`src/rtl/decode_rob.sv`:
```
// In-order reorder buffer: hands out 4-bit ROB tags at decode and retires one entry per cycle in program order.
// Optional build macro DECODE_ROB_WB_BYPASS_EN lets a head writeback retire in the same cycle.
module decode_rob #(
    parameter int ENTRIES = 16
) (
    input  logic       clk,
    input  logic       resetn,
    input  logic       alloc_valid,
    output logic       alloc_ready,
    input  logic [4:0] alloc_dst,
    input  logic [7:0] alloc_fid,
    output logic [3:0] alloc_rob,
    input  logic       wb_valid,
    input  logic [3:0] wb_rob,
    output logic       commit_valid,
    output logic [4:0] commit_dst,
    output logic [7:0] commit_fid,
    output logic [3:0] commit_rob,
    input  logic       snoop_hit,
    input  logic       bco_valid,
    output logic       empty
);

    localparam logic [4:0] FULL_CNT = 5'(ENTRIES);

    logic [ENTRIES-1:0] valid_q, valid_d;
    logic [ENTRIES-1:0] done_q, done_d;
    logic [4:0]         dst_q [ENTRIES];
    logic [4:0]         dst_d [ENTRIES];
    logic [7:0]         fid_q [ENTRIES];
    logic [7:0]         fid_d [ENTRIES];
    logic [3:0]         head_q, head_d;
    logic [3:0]         tail_q, tail_d;
    logic [4:0]         count_q, count_d;
    logic               commit_valid_q, commit_valid_d;
    logic [4:0]         commit_dst_q, commit_dst_d;
    logic [7:0]         commit_fid_q, commit_fid_d;
    logic [3:0]         commit_rob_q, commit_rob_d;

    logic flush;
    logic alloc_fire;
    logic wb_hit;
    logic head_done;
    logic retire;

    assign alloc_ready = (count_q < FULL_CNT);
    assign alloc_rob   = tail_q;
    assign empty       = (count_q == 5'd0);

    assign commit_valid = commit_valid_q;
    assign commit_dst   = commit_dst_q;
    assign commit_fid   = commit_fid_q;
    assign commit_rob   = commit_rob_q;

    assign flush      = snoop_hit | bco_valid;
    assign alloc_fire = alloc_valid & alloc_ready;
    assign wb_hit     = wb_valid & valid_q[wb_rob];

`ifdef DECODE_ROB_WB_BYPASS_EN
    assign head_done = done_q[head_q] | (wb_hit & (wb_rob == head_q));
`else
    assign head_done = done_q[head_q];
`endif

    assign retire = valid_q[head_q] & head_done;

    // Retire clears the head slot before allocate writes tail; the two never alias
    // because allocation is blocked while all slots are occupied.
    always_comb begin
        valid_d        = valid_q;
        done_d         = done_q;
        dst_d          = dst_q;
        fid_d          = fid_q;
        head_d         = head_q;
        tail_d         = tail_q;
        count_d        = count_q;
        commit_valid_d = 1'b0;
        commit_dst_d   = commit_dst_q;
        commit_fid_d   = commit_fid_q;
        commit_rob_d   = commit_rob_q;

        if (flush) begin
            valid_d = '0;
            done_d  = '0;
            head_d  = 4'd0;
            tail_d  = 4'd0;
            count_d = 5'd0;
        end else begin
            if (wb_hit) begin
                done_d[wb_rob] = 1'b1;
            end
            if (retire) begin
                valid_d[head_q] = 1'b0;
                done_d[head_q]  = 1'b0;
                head_d          = head_q + 4'd1;
                commit_valid_d  = 1'b1;
                commit_dst_d    = dst_q[head_q];
                commit_fid_d    = fid_q[head_q];
                commit_rob_d    = head_q;
            end
            if (alloc_fire) begin
                valid_d[tail_q] = 1'b1;
                done_d[tail_q]  = 1'b0;
                dst_d[tail_q]   = alloc_dst;
                fid_d[tail_q]   = alloc_fid;
                tail_d          = tail_q + 4'd1;
            end
            count_d = count_q + 5'(alloc_fire) - 5'(retire);
        end
    end

    always_ff @(posedge clk or negedge resetn) begin
        if (!resetn) begin
            valid_q        <= '0;
            done_q         <= '0;
            for (int i = 0; i < ENTRIES; i++) begin
                dst_q[i] <= 5'd0;
                fid_q[i] <= 8'd0;
            end
            head_q         <= 4'd0;
            tail_q         <= 4'd0;
            count_q        <= 5'd0;
            commit_valid_q <= 1'b0;
            commit_dst_q   <= 5'd0;
            commit_fid_q   <= 8'd0;
            commit_rob_q   <= 4'd0;
        end else begin
            valid_q        <= valid_d;
            done_q         <= done_d;
            dst_q          <= dst_d;
            fid_q          <= fid_d;
            head_q         <= head_d;
            tail_q         <= tail_d;
            count_q        <= count_d;
            commit_valid_q <= commit_valid_d;
            commit_dst_q   <= commit_dst_d;
            commit_fid_q   <= commit_fid_d;
            commit_rob_q   <= commit_rob_d;
        end
    end

endmodule

```
`config.mk`:
```
export PLATFORM = sky130hd
export DESIGN_NAME = decode_rob
export DESIGN_NICKNAME = d
export VERILOG_FILES = /design/src/rtl/decode_rob.sv
export SDC_FILE = /design/constraint.sdc
export NUM_CORES = 1
export LEC_CHECK = 0
export CORE_MARGIN = 10
export CORE_UTILIZATION = 53
export DETAILED_ROUTE_END_ITERATION = 8
export GPL_ROUTABILITY_DRIVEN = 0
export PLACE_DENSITY = 0.75
export SYNTH_ARGS = -nofsm -noshare
export SYNTH_HDL_FRONTEND = slang
export SYNTH_SLANG_ARGS = --single-unit
```
`constraint.sdc`:
```
create_clock -name clk -period 3.9 [get_ports clk]
set_input_delay 0.39 -clock clk [delete_from_list [all_inputs] [get_ports clk]]
set_output_delay 0.39 -clock clk [all_outputs]
set_load 0.02 [all_outputs]
```
### Word-level counts from Yosys, hierarchy flattened

Cells that the tools add are included.

* $mul: 0
* add/subtract/negate cells: 4
* bitwise logic cells: 14
* mux-type cells: 41
* shift-type cells: 0
* $lt $le $gt $ge: 10
* divide/modulo/power cells: 0
* equality and inequality tests: 0
* reduce and logical (&&, ||, !) cells: 9

Operators by type and width (count)
* $mux 16: 10
* $bwmux 128: 1
* $bwmux 80: 1
* $and 16x16->16: 3
* $bmux 8 s4: 1
* $demux 8 s4: 1
* $not 16->16: 2
* $or 16x16->16: 2
* $mux 8: 3
* $bmux 5 s4: 1
* $demux 5 s4: 1
* $mux 5: 4
* $mux 4: 4
* $lt 4x5->1 const B: 3
* $bmux 1 s4: 3
* $demux 1 s4: 3
* $ge 4x1->1 const B: 3
* $ge 5x5->1 const B: 2
* $not 4->5: 2
* $add 4x1->4 const B: 2
* $mux 1: 8
* $add 5x1->5: 1
* $logic_not 5->1: 1
* $lt 5x1->1 const B: 1
* 8 further kinds: 15

* output and inout bits: 24
* memories kept: 0
* bits in writable memories: 0
* latch bits: 0
* logic and storage cells: 119
* register bits: 271
* bits in read-only memories: 0

### Depth between registers and ports, before layout

* word-level depth: 13
* depth in mapped cells: 16

### Worst setup path before layout

Ideal clock, no wire load.

* path type: register to register
* start point: reg head_q[1]
* end point: reg count_q[4]
* cell stages (with the launch flop): 17
* required time: 3.822 ns
* buffers on the path: 2
* arrival: 3.297 ns
* path slack: 0.525 ns
* setup time: 0.078 ns
* path through: dfrtp_1 buf_4 inv_4 mux4_2 and3b_4 clkbuf_1 or3_1 ha_1 inv_1 ha_1 inv_1 fa_1 inv_1 a21oi_1 nor2_1 or3_1 a21oi_1

* longest elaborated chain between the ends: 5

RTL lines
* start, declared: line 32 `logic [3:0] head_q, head_d;`
* start signal, assigned: line 120 `head_q <= 4'd0;`
* start signal, assigned: line 132 `head_q <= head_d;`
* $bmux 1 s4 (on tied branches): line 65, 62
* $mux 1 (on tied branches): line 65, 62
* $and 1x1->1 (*): line 65 `assign retire = valid_q[head_q] & head_done;`
* $sub 5x1->5 (*): line 108 `count_d = count_q + 5'(alloc_fire) - 5'(retire);`
* $mux 5 (*): line 82 `if (flush) begin`
* named net count_d[4]: line 34 `logic [4:0] count_q, count_d;`
* end signal, assigned: line 134 `count_q <= count_d;`
* end, declared: line 34

The timed path passes the listed nets; every way through them passes the cells marked *. The select of a mux whose other input is x is not followed.
A chain may end at the register's enable or synchronous reset.

### Final worst setup path

Same ends and word-level chain as after synthesis.

==> results.md <==
* CTS tree: done
* Die width at 174 um
* Vias at 7528
* Worst path arrival time at around 3.8 ns
* Pwr/cell area at 424 nW/um2
* Number of synthesized flops with an enable pin at 0
* Max Clock Freq at 302 MHz
* CTS root buffer: clkbuf_16
* I/O Buffers at 46
* Worst vdd ir at between 0.3 and 0.4 mV
* Largest net degree at the start of global routing at around 100
* Clock power frac at a little under half
* Vias in the first global route at 8000
* Initial antenna violation count at 1
* Flop pwr share at approximately 48%
* Synth Area per Inst at 14.7 um2
* Area leader, netlist: dfrtp_1
* Worst-path cell chain: inv_4 -> mux4_2 -> and3b_4 -> or3_1 -> ha_1 -> inv_1 -> ha_1 -> inv_1 -> fa_1 -> inv_1 -> a21oi_1 -> nor2_1 -> or3_1 -> a21oi_1
* CP max stage cell: mux4_2
* Setup crit end kind: register
* Setup Skew at 0.00757 ns
* Post-Place Cells at between 1000 and 1500
* Outcome: complete, no violations
* # fillers at around 1800
* Main synth FF type: dfrtp_1
* # nets final at 945
* Synthesis-to-finish area growth at 14.9%
* R2R depth at 14
* Comb pwr share at 5.7%
* Synthesized flop and latch total at approximately 270
* Critical path's largest stage delay at 0.53 ns
* Hold Vio Cnt, Final at 0
* Worst r2r dst: count_q[4]
* Area share of the largest cell type after synthesis at 53.7%
* Clock Path Buffers at 3
* Clock Latency Late Sink at approximately 0.54 ns
* Core Area at approximately 23000 um2
* Reg clk slew, reported paths at ~0.060 ns
* Worst path required time at between 4 and 5 ns
* Multi-input gate area at roughly 5500 um2
* Initial cell density of the core at between 50 and 60%
* Net Sw Power at 1340 uW
* Final setup viols at 0
* CTS buffer count at 28
* Crit-path most repeated cell: inv_1
* Io pins at 47
* Die ar. at about 30000 um2
* Netlist Area Pre-Place at roughly 13000 um2
* Cells after Synth at 860
* Layout cells sized above 1 at a little over two fifths
* Largest cells by area after synthesis: dfrtp_1 54%, mux2_2 19%, mux4_2 13%, ha_1 1.4%, a21oi_1 1.3%
* Min Tclk post-route at roughly 3.3 ns
* CP delay by family, top: simple AND/OR/NAND/NOR gates
* Most common cell after layout, fill and taps aside: dfrtp_1
* Post-route cell area at approximately 15000 um2
* Drt total wl at 29300 um
* Reg2reg setup slack at approximately 0.59 ns
* Slew @ Worst Pin at ~0.9 ns
* CP bufs+invs at 4
* Tcrit/Tclk final at between 80 and 90%
* Most frequent cells in the layout: 269 x dfrtp_1, 215 x mux2_2, 73 x mux4_2, 45 x clkdlybuf4s50_1, 41 x nand2_1
* Static Leak at 0.00674 uW
* DRC at 0
* Slew headroom at just over 40%
* Sw Ratio at between 20% and 30%
* Post-DP Area at about 13000 um2
* Via density at approximately 6
* Row Count at between 50 and 60
* Warnings from Yosys at 0
* RSZ-0062 raised after global routing: false
* Routed WL per cell at around 23 um
* Slew Limit Fails at 0
* CP startpoint kind: register
* Syn nets at 898
* CTS sink cnt at ~270
* DRT iter0 DRCs at 545
* Overall power at roughly 6000 uW
* Post-route setup TNS at 0 ns
* R2R Path Start: head_q[1]
* P_int at 4810 uW
* Final core occ at between 60% and 70%
* Fin cells at about 1200
* Sequential share of the synthesized area at a little over half
* Global-route wire length before repair at 46800 um
* Min-delay worst type: in -> async
* Max FO, Critical Path at 13
* Async set-or-reset flop fraction in the synthesized netlist at 100%
* Critical path type: reg -> reg
* H-Tree Level Count at 1
* Overall Global Routing Usage at between 10% and 20%
* Pre-antenna DRT Iters at 5
* ANT nets after route at 0
* Total grt overflow at 0
* Max-Cap Viols at 0
* Synth unique cells at 47
* Flip-flop and latch area at between 6000 and 7000 um2
* Die H at between 150 and 200 um
* HPWL after detailed placement at between 15000 and 20000 um
-- power by group through the flow --
| stage | Sequential (uW) | Combinational [uW] | Clock [uW] |
|---|---|---|---|
| global route | 2940 | 384 | 3040 |
| global placement | 2980 | 344 | 0 |
| detailed placement | 2990 | 352 | 0 |
| finish | 2930 | 348 | 2870 |
| floorplan | 2970 | 207 | 0 |
| CTS | 2930 | 355 | 2910 |
-- flip-flops by register name, indices dropped and copies added, names as in the netlist --
name and flops:
valid_q 16, fid_q 128, done_q 16, commit_rob 4, alloc_rob 4, count_q 5, commit_valid 1, dst_q 80
commit_dst 5, head_q 4, commit_fid 8
-- layout make-up --
cell class	count	share of cell area, %
multi-input combinational	510	38.1
tap	319	2.75
clock inverter	18	1.58
inverter	19	0.509
clock buffer	34	5.34
timing repair buffer	77	5.00
sequential	271	46.8
antenna	1	0.0172
-- worst register-to-register path: stages, from the launching register on --
cell,delay (ns)
dfrtp_2,0.42
inv_4,0.11
mux4_2,0.54
and3b_4,0.27
or3_1,0.40
ha_1,0.28
inv_1,0.04
ha_1,0.18
inv_1,0.07
fa_1,0.15
inv_1,0.05
a21oi_1,0.14
nor2_1,0.06
or3_1,0.33
a21oi_1,0.18
-- per-stage QoR --
stage | setup WS, ns | hold WS, ns
floorplan | 0.525 | 0.0944
global placement | 0.684 | 0.482
detailed placement | 0.624 | 0.488
CTS | 0.606 | 0.501
global route | 0.400 | 0.511
finish | 0.588 | 0.468
-- synthesized netlist by cell type, types with 2 or more instances --
library cell  instances
and2_1               10
o31ai_1               3
or3_1                 3
and3_1                4
a211oi_1              8
nand2_1              41
and3b_1               2
nor3b_1               2
o21ai_0              17
o31a_1                2
nor2b_1               2
nor3_1               11
nor4_1                3
nand2b_1              4
ha_1                 14
buf_1                16
inv_1                17
a21oi_1              33
a21bo_2               9
xnor2_1               3
nor2_1               21
clkbuf_1             34
dfrtp_1             271
o211ai_1              2
mux4_2               73
mux2_2              215
buf_2                 8
or2_2                 2
a2111oi_0             3
xor2_1                2
mux2_4                9
-- cells by family (layout without fill, tap and decap cells) --
logic type / Yosys count / after routing / synth area share, %
mux: 298 / 298 / 33.3
flops: 271 / 271 / 53.7
simple gates: 110 / 110 / 4.25
compound gates: 82 / 82 / 4.26
buf+inv: 79 / 148 / 2.57
fa+ha+maj: 15 / 15 / 1.55
xor+xnor: 5 / 5 / 0.347
other cells: 0 / 1 / 0
-- worst max path at each step --
stage / endpoint / start / depth (start not counted) / slack [ns]
2_1_floorplan: count_q[4] / head_q[1] / 16 / 0.53
3_3_place_gp: count_q[4] / head_q[1] / 14 / 0.68
3_5_place_dp: count_q[4] / head_q[1] / 14 / 0.62
4_1_cts: count_q[4] / head_q[1] / 14 / 0.61
5_1_grt: count_q[4] / head_q[1] / 14 / 0.40
6_report: count_q[4] / head_q[1] / 14 / 0.59
-- routing by layer --
| metal | wire (um) | GRT usage, % | vias up | share of wire, % |
|---|---|---|---|---|
| met5 | 0 | 0 | - | 0 |
| met4 | 705 | 5.31 | 0 | 2.4 |
| met3 | 1640 | 3.66 | 53 | 5.6 |
| met2 | 14300 | 30.5 | 200 | 49 |
| met1 | 12700 | 26.6 | 3999 | 43 |
| li1 | - | - | 3276 | - |
-- repair_timing --
action / CTS / global route
hold buffers: 1 / 0
gates resized for setup: 0 / 0
endpoints found under the hold margin: 98 / 0
setup buffers: 0 / 0
No activity file was read; power rests on OpenSTA's default activity.
